### config.mk
export PLATFORM = sky130hd
export DESIGN_NAME = dmem_arbiter
export DESIGN_NICKNAME = d
export VERILOG_FILES = /design/src/rtl/dmem_arbiter.sv
export SDC_FILE = /design/constraint.sdc
export NUM_CORES = 1
export LEC_CHECK = 0
export CAP_MARGIN = 20
export CORE_AREA = 2 2 99 101
export CTS_BUF_LIST = sky130_fd_sc_hd__clkbuf_16
export CTS_CLUSTER_DIAMETER = 100
export CTS_CLUSTER_SIZE = 8
export DETAILED_ROUTE_END_ITERATION = 8
export DIE_AREA = 0 0 101 103
export PLACE_DENSITY = 0.92
export SLEW_MARGIN = 20
export SYNTH_ARGS = -nofsm -noshare
export SYNTH_HDL_FRONTEND = slang
export SYNTH_SLANG_ARGS = --single-unit
### constraint.sdc
create_clock -name clock -period 3.3 [get_ports clock]
set_input_delay 0.825 -clock clock [delete_from_list [all_inputs] [get_ports clock]]
set_output_delay 0.825 -clock clock [all_outputs]
set_load 0.02 [all_outputs]
### src/rtl/dmem_arbiter.sv
// Two-requester arbiter for the single-port data memory: pipeline (A) has priority,
// external port (B) gets a forced slot after MAX_STREAK consecutive A wins.
module dmem_arbiter #(
    parameter int MAX_STREAK = 4,
    parameter int RD_LAT     = 1
) (
    input  logic        clock,
    input  logic        reset,
    input  logic        a_valid,
    input  logic        a_wren,
    input  logic [11:0] a_addr,
    input  logic [31:0] a_data,
    output logic [31:0] a_q,
    output logic        a_rvalid,
    output logic        stall_pipe,
    input  logic        b_req,
    input  logic        b_wren,
    input  logic [11:0] b_addr,
    input  logic [31:0] b_data,
    output logic        b_gnt,
    output logic [31:0] b_q,
    output logic        b_rvalid,
    output logic [11:0] address_dmem,
    output logic [31:0] d_dmem,
    output logic        wren,
    input  logic [31:0] q_dmem,
    output logic [15:0] steal_count
);
    localparam logic [3:0] STREAK_MAX = 4'(MAX_STREAK);

    logic [3:0]        streak_q, streak_d;
    logic [RD_LAT-1:0] tag_vld_q, tag_vld_d;
    logic [RD_LAT-1:0] tag_own_q, tag_own_d;
    logic [31:0]       b_q_q, b_q_d;
    logic              b_rvalid_q, b_rvalid_d;
    logic [15:0]       steal_q, steal_d;

    logic force_b, gnt_a, gnt_b, rd_issue;
    logic last_vld, last_own;

    always_comb begin
        force_b  = b_req && (streak_q == STREAK_MAX);
        gnt_b    = force_b || (b_req && !a_valid);
        gnt_a    = a_valid && !force_b;
        rd_issue = (gnt_a && !a_wren) || (gnt_b && !b_wren);
        last_vld = tag_vld_q[RD_LAT-1];
        last_own = tag_own_q[RD_LAT-1];
    end

    always_comb begin
        address_dmem = 12'd0;
        d_dmem       = 32'd0;
        wren         = 1'b0;
        if (gnt_b) begin
            address_dmem = b_addr;
            d_dmem       = b_data;
            wren         = b_wren;
        end else if (gnt_a) begin
            address_dmem = a_addr;
            d_dmem       = a_data;
            wren         = a_wren;
        end
    end

    always_comb begin
        // Streak only grows while B is actually waiting behind A.
        streak_d = streak_q;
        if (gnt_b || !b_req) begin
            streak_d = 4'd0;
        end else if (gnt_a && streak_q != STREAK_MAX) begin
            streak_d = streak_q + 4'd1;
        end

        // Owner bit: 1 = B. Writes enter as invalid bubbles.
        tag_vld_d    = tag_vld_q;
        tag_own_d    = tag_own_q;
        tag_vld_d[0] = rd_issue;
        tag_own_d[0] = gnt_b;
        for (int i = 1; i < RD_LAT; i++) begin
            tag_vld_d[i] = tag_vld_q[i-1];
            tag_own_d[i] = tag_own_q[i-1];
        end

        b_rvalid_d = last_vld && last_own;
        b_q_d      = (last_vld && last_own) ? q_dmem : b_q_q;

        steal_d = steal_q;
        if (force_b && steal_q != 16'hFFFF) begin
            steal_d = steal_q + 16'd1;
        end
    end

    always_ff @(posedge clock or posedge reset) begin
        if (reset) begin
            streak_q   <= 4'd0;
            tag_vld_q  <= '0;
            tag_own_q  <= '0;
            b_q_q      <= 32'd0;
            b_rvalid_q <= 1'b0;
            steal_q    <= 16'd0;
        end else begin
            streak_q   <= streak_d;
            tag_vld_q  <= tag_vld_d;
            tag_own_q  <= tag_own_d;
            b_q_q      <= b_q_d;
            b_rvalid_q <= b_rvalid_d;
            steal_q    <= steal_d;
        end
    end

    assign a_q         = q_dmem;
    assign a_rvalid    = last_vld && !last_own;
    assign stall_pipe  = a_valid && gnt_b;
    assign b_gnt       = gnt_b;
    assign b_q         = b_q_q;
    assign b_rvalid    = b_rvalid_q;
    assign steal_count = steal_q;

endmodule

==> impl_results.md, run 1 <==
* Pin count of the biggest net entering global routing at 34
* WHS Path Cells at 1
* Main synth FF type: dfrtp_1
* GP Congestion at 0.9147
* Number of flops mapped to enable cells by yosys at 0
* Clock-pin slew of the registers on the worst-case setup and hold paths at 70 ps
* NetSw at 0.0006678 W
* Clock latency on the worst-skew pair at 290 ps
* Final Hold Vio Count at 0
* Vias/cell at 4.934
* Clock power frac at 0.232
* CTS buffer count at 5
* WHS Endpoint: streak_q[0]
* Via count at 2,975
* Worst R2R End: steal_count[15]
* Avg WL per Cell at 17.87 um
* Fin. max-slew vios at 0
* Row Count at 36
* Seq pwr share at 0.375
* Root buffer cell: clkbuf_16
* Post-Synthesis Cells at 260
* P_int at 0.001527 W
* DR iter-0 viols at 116
* Syn Std Cell Area at 0.002993 mm^2
* First drt pass iteration count at 4
* HP Class: flip-flop to flip-flop
* Peak supply drop at 0.2268 mV
* Core box area at 0.009459 mm^2
* Die footprint at 0.01040 mm^2
* Final min period at 3253 ps
* Most frequent cell after synthesis: dfrtp_1
* First-pass GRT wire length at 15,060 um
* CTS tree: done
* Startpoint Class: input port
* Final Cycle Share at 0.9859
* CTS sink count at 55
* Initial Util at 0.3164
* Fin Setup TNS at 0 ps
* Commonest cells post-synth: dfrtp_1 (55), a22o_1 (45), buf_4 (32), mux2_2 (32)
* Combinational power share at 0.393
* Share of cells above drive strength 1 at 0.2111
* Detail Placement HPWL at 9005 um
* R2R Path Start: streak_q[0]
* Post-synthesis average cell area at 11.51 um^2
* Switch share at 0.3043
* LEAKAGE at 2.409 nW
* # setup viols final at 0
* Status: finished clean
* Total GRT Usage at 0.1924
* Max-cap violation count at 0
* Clock Path Buffers at 2
* Initial antenna violation count at 1
* Critical Path Sink Type: primary output
* FF-to-FF setup slack at 1240 ps
* Synth-to-Final Area Change at 81.94%
* Library cells used by synthesis at 37
* Number of global-route vias before repair at 2,945
* Ports at 255
* Width of the chip at 101 um
* FF+latch count, synth at 55
* Critical path required time at 2470 ps
* Rel. slew slack at 0.6376
* Worst-margin pin slew at 542.8 ps
* # nets final at 616
* Fin util at 0.5757
* Chip height at 103 um
* GR Overflow Total at 0
* F_max at 0.3074 GHz
* Top cells by area, synth: dfrtp_1 (46%), a22o_1 (13%), mux2_2 (12%)
* Yosys top cell by area: dfrtp_1
* Power Density at 403.0 mW/mm^2
* Yosys warns at 0
* Async SR Flop Fraction at 1.000
* Clock Skews at 4.188 ps
* Setup Crit Path Kind: input port to primary output
* DRC viols at 0
* Worst-case reg-to-reg path depth at 8
* IO Port Bufs at 254
* Worst Path Max Fanout at 33
* HP Start: streak_q[0]
* Htree depth at 2
* Top cell type's share of synthesized area at 0.4599
* Register area share after synthesis at 0.4599
* DRT antenna net count at 0
* WP data arrival at 2430 ps
* Synthesized net count at 389
* Total Routed Length at 10,780 um
-- cell usage in the layout (no fill, tap or decap), types with 7 or more instances in the layout --
cell type and count:
a22o_1 45, buf_4 12, clkbuf_2 40, clkdlybuf4s50_1 207, dfrtp_1 55, inv_1 7
mux2_2 32, nand3_1 8, nand4_1 7, xnor2_1 7
-- worst max-delay path by stage --
| stage | from | endpoint | slack, ps | cells past startpoint |
|---|---|---|---|---|
| 2_1_floorplan | b_req | d_dmem[14] | 660 | 5 |
| 3_3_place_gp | b_req | address_dmem[9] | -240 | 7 |
| 3_5_place_dp | b_req | address_dmem[5] | -280 | 7 |
| 4_1_cts | b_req | address_dmem[5] | -10 | 7 |
| 5_1_grt | b_req | wren | -30 | 6 |
| 6_report | b_req | wren | 50 | 6 |
-- power by group through the flow --
stage / sequential (W) / combinational [W] / clock, W
finish: 0.000824 / 0.000862 / 0.000509
global route: 0.000836 / 0.000906 / 0.000560
CTS: 0.000824 / 0.000882 / 0.000531
detailed placement: 0.000838 / 0.000909 / 0
global placement: 0.000831 / 0.000893 / 0
floorplan: 0.000954 / 0.000280 / 0
-- cell families after synthesis --
logic type,after synthesis,synth area share
flip-flops,55,0.4599
multiplexers,34,0.1292
AO/OA/AOI/OAI,57,0.1564
AND/OR/NAND/NOR,44,0.09198
buffers and inverters,55,0.1150
XOR/XNOR,12,0.03512
adder cells (fa/ha/maj),3,0.01254
-- flip-flops by register name (all words and copies together), names as in the netlist --
name,flops
b_q,32
steal_count,16
streak_q,4
b_rvalid,1
last_own,1
last_vld,1
-- repair_timing --
action | 4_1_cts | 5_1_grt
hold buffers | 0 | 0
resized for setup | 57 | 74
setup endpoints to repair | 45 | 46
pin swaps | 0 | 0
buffers inserted | 0 | 1
-- worst max-delay path, stage by stage --
cell and delay (ps):
clkdlybuf4s50_1 520, nand4b_1 160, and2_4 210, buf_12 160
a22o_1 240, clkdlybuf4s15_1 310
-- through the flow --
stage	setup WS (ps)	area, um^2	power [W]	instances	hold slack [ps]
2_1_floorplan	663.9	2993	0.001234	260	450.3
3_3_place_gp	-243.6	5488	0.001724	593	474.8
3_5_place_dp	-281.7	5488	0.001747	593	485.0
4_1_cts	-9.727	5592	0.002237	601	493.5
5_1_grt	-26.71	5445	0.002302	603	510.4
6_report	46.53	5445	0.002194	603	494.8
-- routing by layer --
metal	routed length, um	track usage	up-vias
met5	0	0	-
met4	486	0.1154	0
met3	962	0.05153	27
met2	5868	0.3733	182
met1	3460	0.1792	1392
li1	-	-	1374
-- area by class of cell --
cell class / instances / area [um^2]
fillers: 789 / 4014
repair buffers: 267 / 2464
flip-flops and latches: 55 / 1376
multi-input cells: 150 / 1286
well taps: 114 / 142.6
clock buffers: 5 / 125.1
inverters: 8 / 30.03
clock inverters: 3 / 18.77
diodes: 1 / 2.502
No activity file was read; power rests on OpenSTA's default activity.
==> run 2, diff against run 1 <==
Settings changed: CORE_AREA 2 2 99 101 to default, CORE_UTILIZATION from default to 32, DIE_AREA 0 0 101 103 to default, SLEW_MARGIN 20 to 10.
Clock period 3.3 ns to 3.1 ns, I/O delays scaled along.
==> run 2 against run 1 <==
  * Global-route usage up 0.50 points
  * Routed wire length down 7.5%
  * Final cell count down 0.17%
  * Combinational power up 9.9%
  * Via count up 0.40%
  * Critical path depth up 2
  * Flip-flop and latch count unchanged
  * Worst hold slack better by 1.6 ps
  * Core utilization up 6.8 points
  * Non-clock buffer count up 6
  * Setup slack better by 180 ps
  * Power up 8.0%
==> impl_results.md, run 2 (synthesis results as in run 1) <==
* Place WS at -359.0 ps (was -281.7 ps)
* Pwr Total at 0.002369 W (was 0.002194 W)
* Critical Path Sink Type: primary output (unchanged)
* # setup viols final at 0 (unchanged)
* Clock Skews at 6.025 ps (was 4.188 ps)
* HP Class: flip-flop to flip-flop (unchanged)
* Width of the chip at 98.71 um (was 101 um)
* Row Count at 34 (was 36)
* CP cell instances: dlymetal6s2s_1 -> nand4b_1 -> buf_4 -> o21ai_4 -> buf_4 -> buf_12 -> a22o_1 -> clkdlybuf4s15_2 (was clkdlybuf4s50_1 -> nand4b_1 -> and2_4 -> buf_12 -> a22o_1 -> clkdlybuf4s15_1)
* Max stage delay on crit path at 280 ps (was 520 ps)
* Status: finished clean (unchanged)
* CTS sink count at 55 (unchanged)
* Detail Placement HPWL at 8172 um (was 9005 um)
* Via count at 2,987 (was 2,975)
* Number of global-route vias before repair at 3,019 (was 2,945)
* Clock Path Buffers at 2 (unchanged)
* # hold bufs at CTS at 0 (unchanged)
* Vias/cell at 4.962 (was 4.934)
* Buf/Inv on CP at 5 (was 3)
* Startpoint Class: input port (unchanged)
* Avg WL per Cell at 16.56 um (was 17.87 um)
* Combinational power share at 0.400 (was 0.393)
* IO Port Bufs at 254 (unchanged)
* NetSw at 0.0007100 W (was 0.0006678 W)
* Core box area at 0.008891 mm^2 (was 0.009459 mm^2)
* Root buffer cell: clkbuf_16 (unchanged)
* Slowest cell on crit path: clkdlybuf4s15_2 (was clkdlybuf4s50_1)
* LEAKAGE at 2.464 nW (was 2.409 nW)
* GP Congestion at 0.8233 (was 0.9147)
* DRT antenna net count at 0 (unchanged)
* F_max at 0.3479 GHz
* Final Hold Vio Count at 0 (unchanged)
* Max-cap violation count at 0 (unchanged)
* RSZ-0062 raised after global routing: false
* Total GRT Usage at 0.1973 (was 0.1924)
* # nets final at 622 (was 616)
* Final worst setup slack at 225.3 ps (was 46.53 ps)
* Clock power frac at 0.231 (was 0.232)
* Synth-to-Final Area Change at 91.10% (was 81.94%)
* N_diodes at 0 (was 1)
* Fin. max-slew vios at 0 (unchanged)
* Critical path required time at 2320 ps (was 2470 ps)
* Clock latency on the worst-skew pair at 280 ps (was 290 ps)
* Power Density at 414.2 mW/mm^2 (was 403.0 mW/mm^2)
* Initial Util at 0.3366 (was 0.3164)
* CTS tree: done (unchanged)
* WP data arrival at 2100 ps (was 2430 ps)
* Max FFs per register at 32 (unchanged)
* Setup Crit Path Kind: input port to primary output (unchanged)
* Most used cell, CP: buf_4
* GR Overflow Total at 0 (unchanged)
* Rel. slew slack at 0.5123 (was 0.6376)
* Switch share at 0.2997 (was 0.3043)
* Worst Path Max Fanout at 14 (was 33)
* Peak supply drop at 0.2977 mV (was 0.2268 mV)
* CTS buffer count at 5 (unchanged)
* Fin util at 0.6433 (was 0.5757)
* First-pass GRT wire length at 15,290 um (was 15,060 um)
* Crit-path leading delay family: buffers and inverters (unchanged)
* Worst-margin pin slew at 730.6 ps (was 542.8 ps)
* Seq pwr share at 0.369 (was 0.375)
* Most common cell after layout, fill and taps aside: clkdlybuf4s50_1 (unchanged)
* Total Routed Length at 9970 um (was 10,780 um)
* Die footprint at 0.009744 mm^2 (was 0.01040 mm^2)
* Ports at 255 (unchanged)
* First drt pass iteration count at 4 (unchanged)
* Clock-pin slew of the registers on the worst-case setup and hold paths at 60 ps (was 70 ps)
* Most frequent cells in the layout: clkdlybuf4s50_1 (205), dfrtp_1 (55), a22o_1 (45) (was clkdlybuf4s50_1 (207), dfrtp_1 (55), a22o_1 (45))
* DR iter-0 viols at 114 (was 116)
* DRC viols at 0 (unchanged)
* Final Cycle Share at 0.9273
* P_int at 0.001659 W (was 0.001527 W)
* Multi-input logic area at 0.001286 mm^2 (unchanged)
* Layout fillers at 692 (was 789)
* Initial antenna violation count at 0 (was 1)
* Fin Setup TNS at 0 ps (unchanged)
* Chip height at 98.71 um (was 103 um)
* Pin count of the biggest net entering global routing at 38 (was 34)
* Final min period at 2875 ps
* Seq. cell area at 0.001376 mm^2 (unchanged)
* Share of cells above drive strength 1 at 0.2287 (was 0.2111)
* Htree depth at 2 (unchanged)
[run 2: changes by cell type in the layout (fill, tap and decap cells not counted)]
cell,delta
clkinv_4,+1
clkbuf_2,-32
clkdlybuf4s15_1,-4
clkbuf_16,+2
clkdlybuf4s15_2,+33
clkdlybuf4s50_1,-2
diode_2,-1
buf_4,+2
buf_12,+1
clkbuf_4,+1
clkinv_2,-1
dlygate4sd2_1,+1
dlymetal6s2s_1,+1
buf_2,+3
[run 2: area by class of cell]
| cell class | instances | share of cell area |
|---|---|---|
| well taps | 108 | 0.02363 |
| inverters | 8 | 0.005250 |
| multi-input cells | 150 | 0.2249 |
| clock buffers | 5 | 0.02188 |
| repair buffers | 273 | 0.4798 |
| clock inverters | 3 | 0.003938 |
| flip-flops and latches | 55 | 0.2406 |
[run 2: repair_timing]
action / 4_1_cts / 5_1_grt
endpoints found under the setup margin: 47 / 43
gates cloned: 0 / 2
buffers inserted: 0 / 6
pin swaps: 0 / 1
resized for setup: 125 / 23
[run 2: metal layers]
metal / GRT usage / routed length (um) / part of all wire
met1: 0.2009 / 3443 / 0.35
met4: 0.06659 / 283 / 0.028
met2: 0.3938 / 5479 / 0.55
met3: 0.04255 / 763 / 0.077
met5: 0 / 0 / 0
[run 2: power by group through the flow]
stage	sequential (W)	combinational (W)	clock, W
2_1_floorplan	0.00102	0.000298	0
3_3_place_gp	0.000883	0.000948	0
3_5_place_dp	0.000890	0.000961	0
4_1_cts	0.000875	0.000944	0.000576
5_1_grt	0.000890	0.000995	0.000601
6_report	0.000875	0.000947	0.000547
[run 2: stage by stage]
stage               hold WS, ps  cell area, um^2  instances
global route              524.8             5719        602
floorplan                 450.3             2993        260
global placement          472.1             5488        586
finish                    496.4             5719        602
detailed placement        488.5             5488        586
CTS                       497.2             5658        594
[run 2: worst paths after layout]
path	startpoint	endpoint	slack [ps]	depth (start not counted)
min	streak_q[0]	streak_q[0]	500	1
max reg2reg	streak_q[0]	steal_count[15]	1090	8
max	b_req	d_dmem[0]	230	8
max in group asynchronous	reset	b_q[18]	1500	3
min in group asynchronous	reset	b_q[28]	940	2
min reg2reg	streak_q[0]	streak_q[0]	500	1
